`config.mk`:
```
export PLATFORM = sky130hd
export DESIGN_NAME = wb_ram_arbiter
export DESIGN_NICKNAME = d
export VERILOG_FILES = /design/src/rtl/wb_arb_pkg.sv /design/src/rtl/wb_arb_rr2.sv /design/src/rtl/wb_ram_arbiter.sv
export SDC_FILE = /design/constraint.sdc
export NUM_CORES = 1
export LEC_CHECK = 0
export ABC_AREA = 1
export CAP_MARGIN = 20
export CORE_AREA = 8 8 116 118
export DETAILED_ROUTE_END_ITERATION = 8
export DIE_AREA = 0 0 124 126
export DONT_BUFFER_PORTS = 1
export PLACE_DENSITY = 0.35
export SETUP_SLACK_MARGIN = 0.5
export SYNTH_ARGS = -nofsm -noshare
export SYNTH_HDL_FRONTEND = slang
export SYNTH_SLANG_ARGS = --single-unit
```
`constraint.sdc`:
```
create_clock -name i_clk -period 1.15 [get_ports i_clk]
set_clock_uncertainty 0.05 [all_clocks]
set_input_delay 0.115 -clock i_clk [delete_from_list [all_inputs] [get_ports i_clk]]
set_output_delay 0.115 -clock i_clk [all_outputs]
set_load 0.02 [all_outputs]
```
`src/rtl/wb_arb_pkg.sv`:
```
// Shared constants for the two-master Wishbone RAM arbiter: owner-state encoding and default widths.
package wb_arb_pkg;

  typedef logic [1:0] state_t;

  localparam state_t ST_IDLE = 2'd0;
  localparam state_t ST_OWN0 = 2'd1;
  localparam state_t ST_OWN1 = 2'd2;

  localparam int WB_ADDR_W  = 32;
  localparam int WB_DATA_W  = 32;
  localparam int WB_TIMEOUT = 15;

endpackage

```
`src/rtl/wb_arb_rr2.sv`:
```
// Two-requester round-robin picker, purely combinational; pick is the winning index and is only meaningful when req != 0.
module wb_arb_rr2
  import wb_arb_pkg::*;
(
  input  logic [1:0] req,
  input  logic       last_owner,
  output logic       pick
);

  // On a tie the requester that did not own the bus last time wins.
  always_comb begin
    pick = req[1];
    if (req == 2'b11) pick = ~last_owner;
  end

endmodule

```
`src/rtl/wb_ram_arbiter.sv`:
```
// Round-robin two-master Wishbone classic arbiter in front of wb_ram; grant takes effect the cycle after cyc, non-owner is stalled.
// Optional watchdog under WB_ARB_TIMEOUT_EN aborts a slave that never acks with a one-cycle err to the owner.
module wb_ram_arbiter
  import wb_arb_pkg::*;
#(
  parameter int ADDR_W  = WB_ADDR_W,
  parameter int DATA_W  = WB_DATA_W,
  parameter int TIMEOUT = WB_TIMEOUT
) (
  input  logic                i_clk,
  input  logic                i_reset,
  input  logic [ADDR_W-1:0]   i_m0_adr,
  input  logic [DATA_W-1:0]   i_m0_dat,
  input  logic [DATA_W/8-1:0] i_m0_sel,
  input  logic                i_m0_we,
  input  logic                i_m0_cyc,
  input  logic                i_m0_stb,
  output logic [DATA_W-1:0]   o_m0_dat,
  output logic                o_m0_ack,
  output logic                o_m0_err,
  input  logic [ADDR_W-1:0]   i_m1_adr,
  input  logic [DATA_W-1:0]   i_m1_dat,
  input  logic [DATA_W/8-1:0] i_m1_sel,
  input  logic                i_m1_we,
  input  logic                i_m1_cyc,
  input  logic                i_m1_stb,
  output logic [DATA_W-1:0]   o_m1_dat,
  output logic                o_m1_ack,
  output logic                o_m1_err,
  output logic [ADDR_W-1:0]   o_s_adr,
  output logic [DATA_W-1:0]   o_s_dat,
  output logic [DATA_W/8-1:0] o_s_sel,
  output logic                o_s_we,
  output logic                o_s_cyc,
  output logic                o_s_stb,
  input  logic [DATA_W-1:0]   i_s_dat,
  input  logic                i_s_ack,
  output logic [1:0]          o_grant
);

  state_t     state_q, state_d;
  logic       last_q;
  logic [1:0] req;
  logic       pick;
  logic       own0, own1;
  logic       grant_now;
  logic       owner_stb;
  logic       tmo_hit;

  assign req       = {i_m1_cyc, i_m0_cyc};
  assign own0      = (state_q == ST_OWN0);
  assign own1      = (state_q == ST_OWN1);
  assign grant_now = (state_q == ST_IDLE) && (req != 2'b00);
  assign owner_stb = (own0 & i_m0_stb) | (own1 & i_m1_stb);

  wb_arb_rr2 u_rr2 (
    .req        (req),
    .last_owner (last_q),
    .pick       (pick)
  );

  always_ff @(posedge i_clk) begin
    if (i_reset) begin
      state_q <= ST_IDLE;
      last_q  <= 1'b1;
    end else begin
      state_q <= state_d;
      if (grant_now) last_q <= pick;
    end
  end

  // Owners always pass through IDLE, so a hand-over costs exactly one dead cycle.
  always_comb begin
    state_d = state_q;
    case (state_q)
      ST_IDLE: if (req != 2'b00) state_d = pick ? ST_OWN1 : ST_OWN0;
      ST_OWN0: if (!i_m0_cyc || tmo_hit) state_d = ST_IDLE;
      ST_OWN1: if (!i_m1_cyc || tmo_hit) state_d = ST_IDLE;
      default: state_d = ST_IDLE;
    endcase
  end

  always_comb begin
    o_s_adr = i_m0_adr;
    o_s_dat = i_m0_dat;
    o_s_sel = i_m0_sel;
    o_s_we  = i_m0_we;
    o_s_cyc = 1'b0;
    o_s_stb = 1'b0;
    if (own1) begin
      o_s_adr = i_m1_adr;
      o_s_dat = i_m1_dat;
      o_s_sel = i_m1_sel;
      o_s_we  = i_m1_we;
      o_s_cyc = i_m1_cyc;
      o_s_stb = i_m1_stb;
    end else if (own0) begin
      o_s_cyc = i_m0_cyc;
      o_s_stb = i_m0_stb;
    end
    if (tmo_hit) begin
      o_s_cyc = 1'b0;
      o_s_stb = 1'b0;
    end
  end

  // A reset cycle never forwards an ack, even while the old owner is still registered.
  assign o_m0_ack = i_s_ack & own0 & ~i_reset;
  assign o_m1_ack = i_s_ack & own1 & ~i_reset;
  assign o_m0_dat = i_s_dat;
  assign o_m1_dat = i_s_dat;
  assign o_grant  = {own1, own0};

`ifdef WB_ARB_TIMEOUT_EN
  localparam int CNT_W = $clog2(TIMEOUT + 1);
  localparam logic [CNT_W-1:0] CNT_LAST = CNT_W'(TIMEOUT - 1);

  logic [CNT_W-1:0] tmo_cnt_q;

  // Fires on the TIMEOUT-th unacked strobe cycle, counting the current one.
  assign tmo_hit = owner_stb & ~i_s_ack & (tmo_cnt_q == CNT_LAST);

  always_ff @(posedge i_clk) begin
    if (i_reset || grant_now || i_s_ack || tmo_hit) tmo_cnt_q <= '0;
    else if (owner_stb)                             tmo_cnt_q <= tmo_cnt_q + 1'b1;
  end

  assign o_m0_err = tmo_hit & own0;
  assign o_m1_err = tmo_hit & own1;
`else
  assign tmo_hit  = 1'b0;
  assign o_m0_err = 1'b0;
  assign o_m1_err = 1'b0;
`endif

endmodule

```
==> results.py <==
metrics = {
    "cells_and_area": {
        "area_growth_pct": 8.08,
        "drive_above_1_share": 0.440,
        "final_core_util": 0.153,
        "diodes": 0,
        "nNetsFinal": 435,
        "final_cell_area_mm2": 0.00179,
        "fillers": 1334,
    },
    "yosys": {
        "ys_ff_latch": 3,
        "synthesis.area_mm2": 0.00166,
        "synthCells": 323,
        "ys_seq_area_frac": 0.0363,
        "ys_types": 17,
        "synth_area_per_cell_um2": 5.13,
        "yosys_warnings": 0,
    },
    "floorplanning": {
        "dieHeight_um": 126,
        "core-area_mm2": 0.0117,
        "ios": 318,
        "die_area_mm2": 0.0156,
        "initial_utilization": 0.141,
        "rows": 40,
        "die_w_um": 124,
    },
    "sta": {
        "final-setup-viol-count": 76,
        "rsz0062_at_grt": "yes",
        "hold_viol": 3,
        "fmax_mhz": 692,
        "holdWs_ns": -0.104,
        "fin_crit_sh": 1.26,
        "period_minus_slack_ns": 1.45,
        "fin_tns_setup_ns": -18.92,
        "slew_violations": 0,
        "setup_ws_ns": -0.295,
    },
    "critical_path": {
        "startpoint_type": "register",
        "critPathKind": "reg2out",
        "slowest_delay_ns": 0.32,
        "cp_slowest_cell": "dfxtp_2",
        "worstPathCellList": "inv_2, nor2_4, buf_12, nand2_1, nand2_4",
        "reg2reg_setup_slack_ns": -0.03,
        "crit_path_end_kind": "output pin",
        "cp_data_arrival_time_ns": 1.28,
        "worstPathRequired_ns": 0.99,
        "path_buf_inv": 2,
        "timing.rr.start": "state_q[0]$_SDFFE_PP0P_",
        "crit_family": "simple AND/OR/NAND/NOR gates",
        "cp-startpoint": "state_q[1]$_SDFFE_PP0P_",
        "crit_fanout": 36,
    },
    "global_route": {
        "grt_pass1_vias": 1728,
        "grt_use_total": 0.0733,
        "grt_max_degree": 37,
        "grt_pass1_wl_mm": 9.13,
        "grt_overflow_total": 0,
        "antenna_found_initial": 0,
    },
    "clocking": {
        "cts_root_buf": "clkbuf_16",
        "clkLatencyLatePin_ns": 0.22,
        "clk_pin_slew_ns": 0.03,
        "cts_inserted_buffers": 3,
        "cts_sinks": 3,
        "clockBufferDepth": 2,
        "htreeDepth": 1,
        "cts_tree": "built",
    },
    "detailed_routing": {
        "via_per_inst": 3.87,
        "postRouteWirelength_mm": 6.73,
        "drt-wirelength-per-cell_um": 16.7,
        "drc": 0,
        "drt_iter0_drc": 28,
        "num_vias": 1562,
        "drtPass1Iterations": 3,
        "antenna_left": 0,
    },
    "hold_path": {
        "min_from": "i_reset",
        "holdCritPathClass": "in2reg",
    },
    "power_and_ir_drop": {
        "p_leak_nw": 0.873,
        "powerDensity_mw_per_mm2": 1070,
        "ir_drop_v": 0.000629,
        "total_power_mw": 1.92,
    },
    "placement": {
        "dp_slack_ns": -0.102,
        "place.gp.congestion": 0.718,
        "io_buffer_count": 0,
        "placed_cell_area_mm2": 0.00164,
        "dpl.hpwl_mm": 5.86,
    },
    "run_status": {
        "violations": "hold timing, setup timing",
        "status": "complete, but fails checks",
    },
    "flow_run": {
        "max_cap_viol_count": 0,
    },
}
==> per-layer routing <==
metal / routed length [µm] / share of wire / track usage
met1: 1900 / 0.28 / 0.0588
met3: 1070 / 0.16 / 0.0371
met5: 0 / 0 / 0
met2: 3530 / 0.52 / 0.143
met4: 231 / 0.034 / 0.0287
==> where the power goes <==
part	switching, mW	internal (mW)	total, mW
clock network	0.0893	0.457	0.546
registers	0.0103	0.120	0.131
logic	0.899	0.344	1.24
==> sequential cells by signal, summed over array words and instances (netlist names) <==
name     count
last_q       1
state_q      2
==> per-stage QoR <==
stage | hold slack [ns] | std cells
floorplan | 0.127 | 324
global placement | 0.136 | 400
detailed placement | 0.133 | 400
CTS | -0.108 | 404
global route | -0.110 | 404
finish | -0.104 | 404
==> what timing repair did <==
action	in CTS	in global routing
endpoints found under the hold margin	3	2
setup endpoints to repair	78	78
gates resized for setup	22	2
setup buffers	0	0
cloned	0	0
pin swaps	2	1
==> kinds of logic (layout without fill, tap and decap cells) <==
logic type / Yosys count / count (layout) / synth area share
simple gates: 224 / 224 / 0.523
buf+inv: 90 / 23 / 0.420
compound gates: 5 / 5 / 0.0189
flops: 3 / 3 / 0.0363
other cells: 1 / 2 / 0.00226
==> synth_stat cells <==
master	count	area, µm²
nand2_1	215	807
buf_4	70	526
buf_6	12	135
inv_1	6	22.5
dfxtp_1	3	60.1
nand3_1	3	15.0
nor2_1	3	11.3
o21ai_0	2	10.0
a21oi_1	1	5.00
a22o_1	1	8.76
conb_1	1	3.75
inv_2	1	3.75
inv_6	1	8.76
nor2_4	1	11.3
nor3_1	1	5.00
nor3_4	1	16.3
o21bai_1	1	7.51
==> cell type report <==
| type | count | area, µm² | area share |
|---|---|---|---|
| well taps | 147 | 184 | 0.103 |
| multi-input cells | 231 | 1280 | 0.716 |
| clock buffers | 4 | 78.8 | 0.0440 |
| repair buffers | 11 | 149 | 0.0832 |
| inverters | 8 | 35.0 | 0.0196 |
| flip-flops and latches | 3 | 62.6 | 0.0349 |
==> worst paths after layout <==
check                                 end  depth (start not counted)
hold reg to reg       last_q$_SDFFE_PP1P_                          2
hold / removal    state_q[1]$_SDFFE_PP0P_                          1
setup / recovery               o_s_dat[1]                          5
setup reg to reg  state_q[0]$_SDFFE_PP0P_                          7
==> cells in the final DEF (no fill, tap or decap) <==
| master | count |
|---|---|
| clkbuf_1 | 1 |
| nand2_1 | 131 |
| buf_12 | 5 |
| inv_1 | 5 |
| dfxtp_1 | 1 |
| nor2_1 | 2 |
| nor2_4 | 2 |
| buf_4 | 5 |
| inv_2 | 2 |
| o21ai_2 | 1 |
| a22o_4 | 1 |
| o21bai_1 | 1 |
| a21oi_2 | 1 |
| nand3_1 | 1 |
| nand3_2 | 2 |
| buf_6 | 1 |
| inv_6 | 1 |
| clkbuf_16 | 3 |
| o21ai_4 | 1 |
| nor3_4 | 2 |
| nand2_4 | 22 |
| nand2_2 | 62 |
| dfxtp_2 | 2 |
| conb_1 | 2 |
No activity file was read; power rests on OpenSTA's default activity.
